**src/rtl/mux_share_arbiter_pkg.sv**
```systemverilog
// Shared types and constants for the four-way time-shared mux controller.
package mux_share_arbiter_pkg;

    typedef enum logic [0:0] {
        ST_IDLE = 1'b0,
        ST_XFER = 1'b1
    } state_e;

    localparam int NUM_REQ = 4;
    localparam int SEL_W   = 2;

endpackage

```
**src/rtl/mux_share_arbiter_rr_pick4.sv**
```systemverilog
// Round-robin picker: first asserted request at or above ptr, wrapping 3 -> 0.
module rr_pick4
    import mux_share_arbiter_pkg::*;
(
    input  logic [NUM_REQ-1:0] req,
    input  logic [SEL_W-1:0]   ptr,
    output logic [SEL_W-1:0]   winner,
    output logic               any
);

    logic [NUM_REQ-1:0] rot_s;
    logic [SEL_W-1:0]   off_s;

    // Rotate requests so bit 0 is the requester ptr points at.
    always_comb begin
        rot_s = req;
        case (ptr)
            2'd0:    rot_s = req;
            2'd1:    rot_s = {req[0],   req[3:1]};
            2'd2:    rot_s = {req[1:0], req[3:2]};
            2'd3:    rot_s = {req[2:0], req[3]};
            default: rot_s = req;
        endcase
    end

    // Priority-encode the rotated vector and undo the rotation.
    always_comb begin
        off_s = 2'd0;
        casez (rot_s)
            4'b???1: off_s = 2'd0;
            4'b??10: off_s = 2'd1;
            4'b?100: off_s = 2'd2;
            4'b1000: off_s = 2'd3;
            default: off_s = 2'd0;
        endcase
        winner = ptr + off_s;
        any    = |req;
    end

endmodule

```
**src/rtl/mux_share_arbiter.sv**
```systemverilog
// Round-robin owner of a shared 4:1 output mux; holds the select for a bounded
// burst under a valid/ready handshake, with one idle cycle between bursts.
module mux_share_arbiter
    import mux_share_arbiter_pkg::*;
#(
    parameter int DATA_W    = 8,
    parameter int MAX_BURST = 4
) (
    input  logic                        clk,
    input  logic                        rst_n,
    input  logic [NUM_REQ-1:0]          req,
    input  logic [NUM_REQ-1:0]          last,
    input  logic [NUM_REQ*DATA_W-1:0]   data_in,
    input  logic                        out_ready,
    output logic                        out_valid,
    output logic [DATA_W-1:0]           out_data,
    output logic [SEL_W-1:0]            out_sel,
    output logic [NUM_REQ-1:0]          grant,
    output logic                        busy
);

    localparam int                 CNT_W    = $clog2(MAX_BURST + 1);
    localparam logic [CNT_W-1:0]   CNT_LAST = CNT_W'(MAX_BURST - 1);
    localparam logic [CNT_W-1:0]   CNT_ONE  = CNT_W'(1'b1);

    state_e               state_q, state_d;
    logic [SEL_W-1:0]     ptr_q, ptr_d;
    logic [SEL_W-1:0]     sel_q, sel_d;
    logic [NUM_REQ-1:0]   grant_q, grant_d;
    logic [CNT_W-1:0]     cnt_q, cnt_d;

    logic [SEL_W-1:0]     winner_s;
    logic                 any_s;
    logic                 xfer_s;
    logic                 cur_req_s;
    logic                 cur_last_s;
    logic                 accept_s;
    logic                 burst_end_s;
    logic [DATA_W-1:0]    mux_word_s;

    rr_pick4 u_pick (
        .req    (req),
        .ptr    (ptr_q),
        .winner (winner_s),
        .any    (any_s)
    );

    // DATA_W-wide 4:1 data mux driven by the registered select.
    always_comb begin
        mux_word_s = {DATA_W{1'b0}};
        case (sel_q)
            2'd0:    mux_word_s = data_in[0*DATA_W +: DATA_W];
            2'd1:    mux_word_s = data_in[1*DATA_W +: DATA_W];
            2'd2:    mux_word_s = data_in[2*DATA_W +: DATA_W];
            2'd3:    mux_word_s = data_in[3*DATA_W +: DATA_W];
            default: mux_word_s = {DATA_W{1'b0}};
        endcase
    end

    // Handshake and burst-termination decode for the current owner.
    always_comb begin
        xfer_s      = (state_q == ST_XFER);
        cur_req_s   = req[sel_q];
        cur_last_s  = last[sel_q];
        accept_s    = xfer_s & cur_req_s & out_ready;
        // A withdrawn request ends the burst without a beat.
        burst_end_s = xfer_s & (~cur_req_s | (accept_s & (cur_last_s | (cnt_q == CNT_LAST))));
    end

    // Next-state logic: arbitrate in IDLE, count beats and close bursts in XFER.
    always_comb begin
        state_d = state_q;
        ptr_d   = ptr_q;
        sel_d   = sel_q;
        grant_d = grant_q;
        cnt_d   = cnt_q;
        case (state_q)
            ST_IDLE: begin
                if (any_s) begin
                    state_d = ST_XFER;
                    sel_d   = winner_s;
                    grant_d = {{(NUM_REQ-1){1'b0}}, 1'b1} << winner_s;
                    cnt_d   = {CNT_W{1'b0}};
                end else begin
                    state_d = ST_IDLE;
                end
            end
            ST_XFER: begin
                if (burst_end_s) begin
                    state_d = ST_IDLE;
                    grant_d = {NUM_REQ{1'b0}};
                    ptr_d   = sel_q + 2'd1;
                    cnt_d   = {CNT_W{1'b0}};
                end else if (accept_s) begin
                    cnt_d   = cnt_q + CNT_ONE;
                end else begin
                    cnt_d   = cnt_q;
                end
            end
            default: begin
                state_d = ST_IDLE;
                grant_d = {NUM_REQ{1'b0}};
                cnt_d   = {CNT_W{1'b0}};
            end
        endcase
    end

    // State registers with synchronous active-low reset.
    always_ff @(posedge clk) begin
        if (!rst_n) begin
            state_q <= ST_IDLE;
            ptr_q   <= 2'd0;
            sel_q   <= 2'd0;
            grant_q <= {NUM_REQ{1'b0}};
            cnt_q   <= {CNT_W{1'b0}};
        end else begin
            state_q <= state_d;
            ptr_q   <= ptr_d;
            sel_q   <= sel_d;
            grant_q <= grant_d;
            cnt_q   <= cnt_d;
        end
    end

    assign out_valid = xfer_s & cur_req_s;
    assign out_data  = xfer_s ? mux_word_s : {DATA_W{1'b0}};
    assign out_sel   = sel_q;
    assign grant     = grant_q;
    assign busy      = xfer_s;

endmodule

```
**config.mk**
```make
export PLATFORM = sky130hd
export DESIGN_NAME = mux_share_arbiter
export DESIGN_NICKNAME = d
export VERILOG_FILES = /design/src/rtl/mux_share_arbiter_pkg.sv /design/src/rtl/mux_share_arbiter_rr_pick4.sv /design/src/rtl/mux_share_arbiter.sv
export SDC_FILE = /design/constraint.sdc
export NUM_CORES = 1
export LEC_CHECK = 0
export ABC_CLOCK_PERIOD_IN_PS = 5700
export CAP_MARGIN = 15
export CORE_MARGIN = 2
export CORE_UTILIZATION = 43
export DETAILED_ROUTE_END_ITERATION = 8
export PLACE_DENSITY = 0.85
export SLEW_MARGIN = 20
export SYNTH_ARGS = -nofsm -noshare
export SYNTH_HDL_FRONTEND = slang
export SYNTH_SLANG_ARGS = --single-unit
export TNS_END_PERCENT = 5
```
**constraint.sdc**
```tcl
create_clock -name clk -period 5.7 [get_ports clk]
set_clock_uncertainty 0.2 [all_clocks]
set_input_delay 0.855 -clock clk [delete_from_list [all_inputs] [get_ports clk]]
set_output_delay 0.855 -clock clk [all_outputs]
set_load 0.1 [all_outputs]
```
==> impl_metrics.csv, run 1 <==
group,metric,value,unit
global_routing,grt_antenna_before_repair,0,
global_routing,grt_pass1_wl,5996,µm
floorplanning,start_util,0.4648,
synth,yosys_warnings,0,
synth,synth_area_leaders,"dfxtp_1 20%, nor2_1 8.0%, ha_1 7.5%, a222oi_1 6.8%, nand3_1 6.8%",
synth,synth-edff-count,0,
setup_path,crit_type,"in2out",
pwr,power.total,572.8,µW
global_routing,gr-total-overflow,0,
setup_path,worst_path_max_delay_cell,"clkdlybuf4s50_1",
clock_tree,clock-sinks,12,
floorplanning,io_pins,59,
sta,slew_violations,0,
cells_and_area,final_cell_area,1759,µm²
setup_path,path_delay_family,"buffers and inverters",
sta,fin_setup_tns,0,ns
global_routing,grt_max_degree,19,
clock_tree,post_cts_buffers,0,
setup_path,arrival,3.17,ns
cells_and_area,nNetsFinal,252,
placed_design,dp_hpwl,2861,µm
clock_tree,clkLatencyLatePin,0.26,ns
global_routing,grt_pass1_vias,1345,
synth,synth_top_area_frac,0.2049,
floorplanning,die_h,56.22,µm
synth,ys_ff_latch,12,
sta,fin_crit_sh,0.7421,
sta,grt_setup_unrepaired,"false",
sta,hold_ws,0.2825,ns
clock_tree,cts-htree-levels,1,
detailed_routing,ant_nets,0,
placed_design,place_area,1737,µm²
placed_design,numPortBuffers,58,
flow_run,drv_cap,0,
setup_path,critPathMaxStageDelay,1.12,ns
synth,ys_seq_area_frac,0.2049,
synth,synth_ff_type,"dfxtp_1",
synth,synthCells,149,
cells_and_area,instances_no_fill,230,
detailed_routing,drt_wl_total,3574,µm
global_routing,grt_util_all_layers,0.2387,
clock_tree,cts_made_buffers,3,
setup_path,path_cells,"clkdlybuf4s50_1 -> mux4_2 -> nand2_2 -> inv_1 -> clkdlybuf4s50_1",
detailed_routing,via_per_inst,6.004,
sta,setup_violations,0,
cells_and_area,syn_to_final_growth,50.05,%
sta,worst_pin_slew,0.9889,ns
placed_design,globalplace.congestion,0.8563,
synth,syn_area_per_cell,7.868,µm²
floorplanning,die_w,56.22,µm
synth,synth.largest_area_cell,"dfxtp_1",
detailed_routing,num_vias,1381,
setup_path,worst_ep_required_time,4.64,ns
min_path,worstHoldPathType,"reg2reg",
floorplanning,die_area,3160,µm²
synth,synth.distinct_cells,47,
clock_tree,cts_tree,"yes",
clock_tree,cts-resized-gates,0,
cells_and_area,drive_gt1_frac,0.08500,
clock_tree,cts_buffer_depth,2,
pwr,irDropWorstVdd,0.0003071,V
sta,min_period,4.230,ns
setup_path,cp-end-kind,"output port",
setup_path,crit_top_cell,"clkdlybuf4s50_1",
sta,max_freq,236.4,MHz
synth,synth_nets,199,
detailed_routing,drtPass1Iterations,6,
placed_design,dp_cells,227,
detailed_routing,drt_iter0_markers,147,
pwr,pwr_density_cell,325.6,nW/µm²
setup_path,cp-start-kind,"primary input",
sta,hold_viol,0,
pwr,leakagePower,0.0006507,µW
setup_path,critical_path_buf_inv_count,3,
synth,synth_common_cells,"25 x nor2_1, 16 x nand3_1, 12 x dfxtp_1, 9 x a21oi_1, 8 x a222oi_1",
cells_and_area,n_antenna_cell,0,
detailed_routing,drc,0,
setup_path,cp_max_fo,9,
synth,yosysMostFrequentCell,"nor2_1",
run_status,outcome,"completed",
synth,syn_area,1172,µm²
floorplanning,core,2522,µm²
synth,async_flop_share,0,
clock_tree,clk_pin_slew_worst_paths,0.07,ns
detailed_routing,wl_per_cell,15.54,µm
clock_tree,root_buffer,"clkbuf_4",
floorplanning,rows,18,
sta,max_slew_margin,0.3387,
clock_tree,hold_buffers,0,
## placed cells by master (no fill, tap or decap), types with 2 or more instances in the layout
cell type / instances
clkdlybuf4s50_1: 58
nor2_1: 25
nand3_1: 16
dfxtp_1: 12
a21oi_1: 9
a222oi_1: 8
ha_1: 7
o21ai_0: 6
inv_1: 5
nand2_1: 5
nor2b_1: 4
mux2i_1: 4
clkbuf_4: 3
o211ai_1: 2
a32o_1: 2
o21ai_2: 2
a31oi_2: 2
and4_1: 2
nor3_1: 2
and4b_1: 2
## metrics by stage
stage	setup WS, ns	utilization
after floorplan	1.368	-
after global placement	1.520	0.6885
after detailed placement	1.481	0.6885
after CTS	1.474	0.6974
after global routing	1.397	0.6974
final	1.470	0.6974
## cell families after synthesis
logic type	share of synthesized area
multiplexers	0.05336
AO/OA/AOI/OAI	0.2946
buffers and inverters	0.06509
AND/OR/NAND/NOR	0.2924
flip-flops	0.2049
XOR/XNOR	0.01494
adder cells (fa/ha/maj)	0.07470
## layout make-up
class	instances	area, µm²
well taps	30	37.54
clock buffers	3	22.52
multi-input cells	121	855.8
inverters	6	22.52
repair buffers	58	580.6
flip-flops and latches	12	240.2
fillers	219	763.2
## path summary, 6_finish.rpt
kind	slack (ns)	startpoint	depth (start not counted)	to
worst max-delay path	1.47	req[0]	5	out_valid
worst min-delay path	0.28	grant[3]	2	grant[3]
worst max register to register	3.23	ptr_q[0]	7	grant[0]
worst min register to register	0.28	grant[3]	2	grant[3]
## worst min-delay path: stages (launching register included)
cell and delay (ns):
dfxtp_1 0.32, nand3_1 0.06, nand3_1 0.05
## routing by layer
metal  GRT usage  wire length, µm
met1      0.2799             1472
met2      0.4168             1710
met3     0.05116              334
met4     0.09864               57
met5           0                0
## flip-flops by register name, summed over array words and instances (netlist names)
| signal | cells |
|---|---|
| busy | 1 |
| cnt_q | 3 |
| grant | 4 |
| out_sel | 2 |
| ptr_q | 2 |
## where the power goes
group | internal, µW | leakage (µW) | switching, µW
Clock | 24.4 | 0.0000138 | 25.9
Combinational | 130 | 0.000539 | 271
Sequential | 97.9 | 0.0000981 | 23.5
Total | 252 | 0.000651 | 321
No activity file was read; power rests on OpenSTA's default activity.
==> run 2: changes to the inputs <==
Settings changed: ABC_CLOCK_PERIOD_IN_PS 5700 to 3800, CORE_UTILIZATION 43 to 36, PLACE_DENSITY 0.85 to 0.76.
Clock period 5.7 ns to 3.8 ns, I/O delays scaled along.
==> run 2 against run 1 <==
  * Non-clock buffer count unchanged
  * Sequential power increased by 51%
  * Critical path depth increased by 2
==> impl_metrics.csv, run 2 (synthesis gave the netlist of run 1 again) <==
group,metric,value,unit
clock_tree,clkLatencyLatePin,0.26,ns
flow_run,drv_cap,0,
min_path,min_to,"cnt_q[0]",
floorplanning,rows,20,
clock_tree,cts-htree-levels,1,
min_path,hp-start,"cnt_q[0]",
setup_path,crit_type,"reg2out",
cells_and_area,syn_to_final_growth,49.84,%
sta,hold_viol,0,
setup_path,critical_path_buf_inv_count,2,
sta,max_slew_margin,0.3483,
setup_path,path_delay_family,"compound AO/OA/AOI/OAI gates",
sta,min_period,2.971,ns
detailed_routing,wl_per_cell,14.37,µm
floorplanning,die_w,61.07,µm
setup_path,path_cells,"inv_1 -> ha_1 -> a222oi_1 -> nor2_1 -> a21oi_1 -> nor2_2 -> buf_4",
placed_design,globalplace.congestion,0.7300,
floorplanning,core,3078,µm²
setup_path,startpoint,"out_sel[0]",
cells_and_area,most-common-layout-cells,"49 x clkdlybuf4s50_1, 24 x nor2_1, 16 x nand3_1",
global_routing,gr-total-overflow,0,
clock_tree,cts_tree,"yes",
setup_path,worst_ep_required_time,3.03,ns
global_routing,grt_max_degree,19,
floorplanning,start_util,0.3809,
clock_tree,cts-resized-gates,0,
cells_and_area,n_antenna_cell,0,
cells_and_area,nNetsFinal,252,
setup_path,regToRegStartpoint,"ptr_q[0]",
cells_and_area,fillCellCount,292,
detailed_routing,drt_iter0_markers,110,
placed_design,dp_hpwl,2777,µm
clock_tree,cts_made_buffers,3,
cells_and_area,final_cell_area,1757,µm²
placed_design,place_area,1734,µm²
clock_tree,root_buffer,"clkbuf_4",
detailed_routing,drtPass1Iterations,4,
setup_path,worst_path_max_delay_cell,"dfxtp_1",
pwr,leakagePower,0.0006663,µW
detailed_routing,via_per_inst,5.471,
cells_and_area,final_util,0.5707,
placed_design,numPortBuffers,58,
cells_and_area,drive_gt1_frac,0.1350,
run_status,outcome,"completed",
detailed_routing,drc,0,
setup_path,worstReg2RegEnd,"grant[3]",
cells_and_area,layout_commonest_cell,"clkdlybuf4s50_1",
sta,grt_setup_unrepaired,"false",
setup_path,cp-start-kind,"flop",
sta,setup_violations,0,
floorplanning,die_h,61.07,µm
floorplanning,die_area,3729,µm²
sta,fin_crit_sh,0.7819,
global_routing,grt_util_all_layers,0.1854,
setup_path,cp-end-kind,"output port",
global_routing,grt_pass1_vias,1240,
min_path,worstHoldPathType,"reg2reg",
global_routing,grt_antenna_before_repair,0,
setup_path,reg2regPathDepth,7,
clock_tree,hold_buffers,0,
pwr,power.total,854.6,µW
setup_path,critPathMaxStageDelay,0.49,ns
clock_tree,cts_buffer_depth,2,
global_routing,grt_pass1_wl,5285,µm
cells_and_area,largest_register_ffs,4,
min_path,worstHoldPathCells,1,
setup_path,rrSetupSlack,1.38,ns
pwr,pwr_density_cell,486.5,nW/µm²
setup_path,arrival,2.20,ns
detailed_routing,drt_wl_total,3506,µm
pwr,irDropWorstVdd,0.0003721,V
clock_tree,clock-sinks,12,
clock_tree,post_cts_buffers,0,
sta,worst_pin_slew,0.9745,ns
floorplanning,io_pins,59,
clock_tree,clk_pin_slew_worst_paths,0.07,ns
setup_path,cp_max_fo,8,
detailed_routing,ant_nets,0,
sta,slew_violations,0,
sta,max_freq,336.6,MHz
detailed_routing,num_vias,1335,
## run 2: changes by cell type in the layout (fill, tap and decap cells not counted), sizes merged
cell,before,now
buf,0,9
clkdlybuf4s50,58,49
## run 2: how the worst max path moves through the flow
stage,cells past startpoint,slack [ns],to
after floorplan,7,-0.24,out_data[6]
after global placement,8,0.80,grant[3]
after detailed placement,8,0.68,grant[3]
after CTS,7,0.81,out_data[5]
after global routing,7,0.66,out_data[2]
final,7,0.83,out_data[5]
## run 2: final cells by class
type,instances,area [µm²],area share
multi-input cells,121,858.3,0.4886
clock buffers,3,22.52,0.01282
repair buffers,58,558.0,0.3177
inverters,6,22.52,0.01282
flip-flops and latches,12,240.2,0.1368
well taps,44,55.05,0.03134
## run 2: routing by layer
metal | track usage | up-vias | part of all wire
met5 | 0 | - | 0
met4 | 0.04037 | 0 | 0
met3 | 0.04832 | 0 | 0.11
met2 | 0.3419 | 59 | 0.47
met1 | 0.2137 | 610 | 0.42
li1 | - | 666 | -
## run 2: stage by stage
stage	TNS (ns)	hold slack, ns	instances	setup slack, ns
after floorplan	-0.6323	0.2481	149	-0.2431
after global placement	0	0.2605	241	0.7984
after detailed placement	0	0.2710	241	0.6831
after CTS	0	0.2825	244	0.8119
after global routing	0	0.3166	244	0.6620
final	0	0.2799	244	0.8287
## run 2: power breakdown
part           total, µW  switching [µW]  internal, µW
Sequential           183            36.5           147
Combinational        597             408           189
Clock               74.0            37.4          36.6
Total                855             482           372
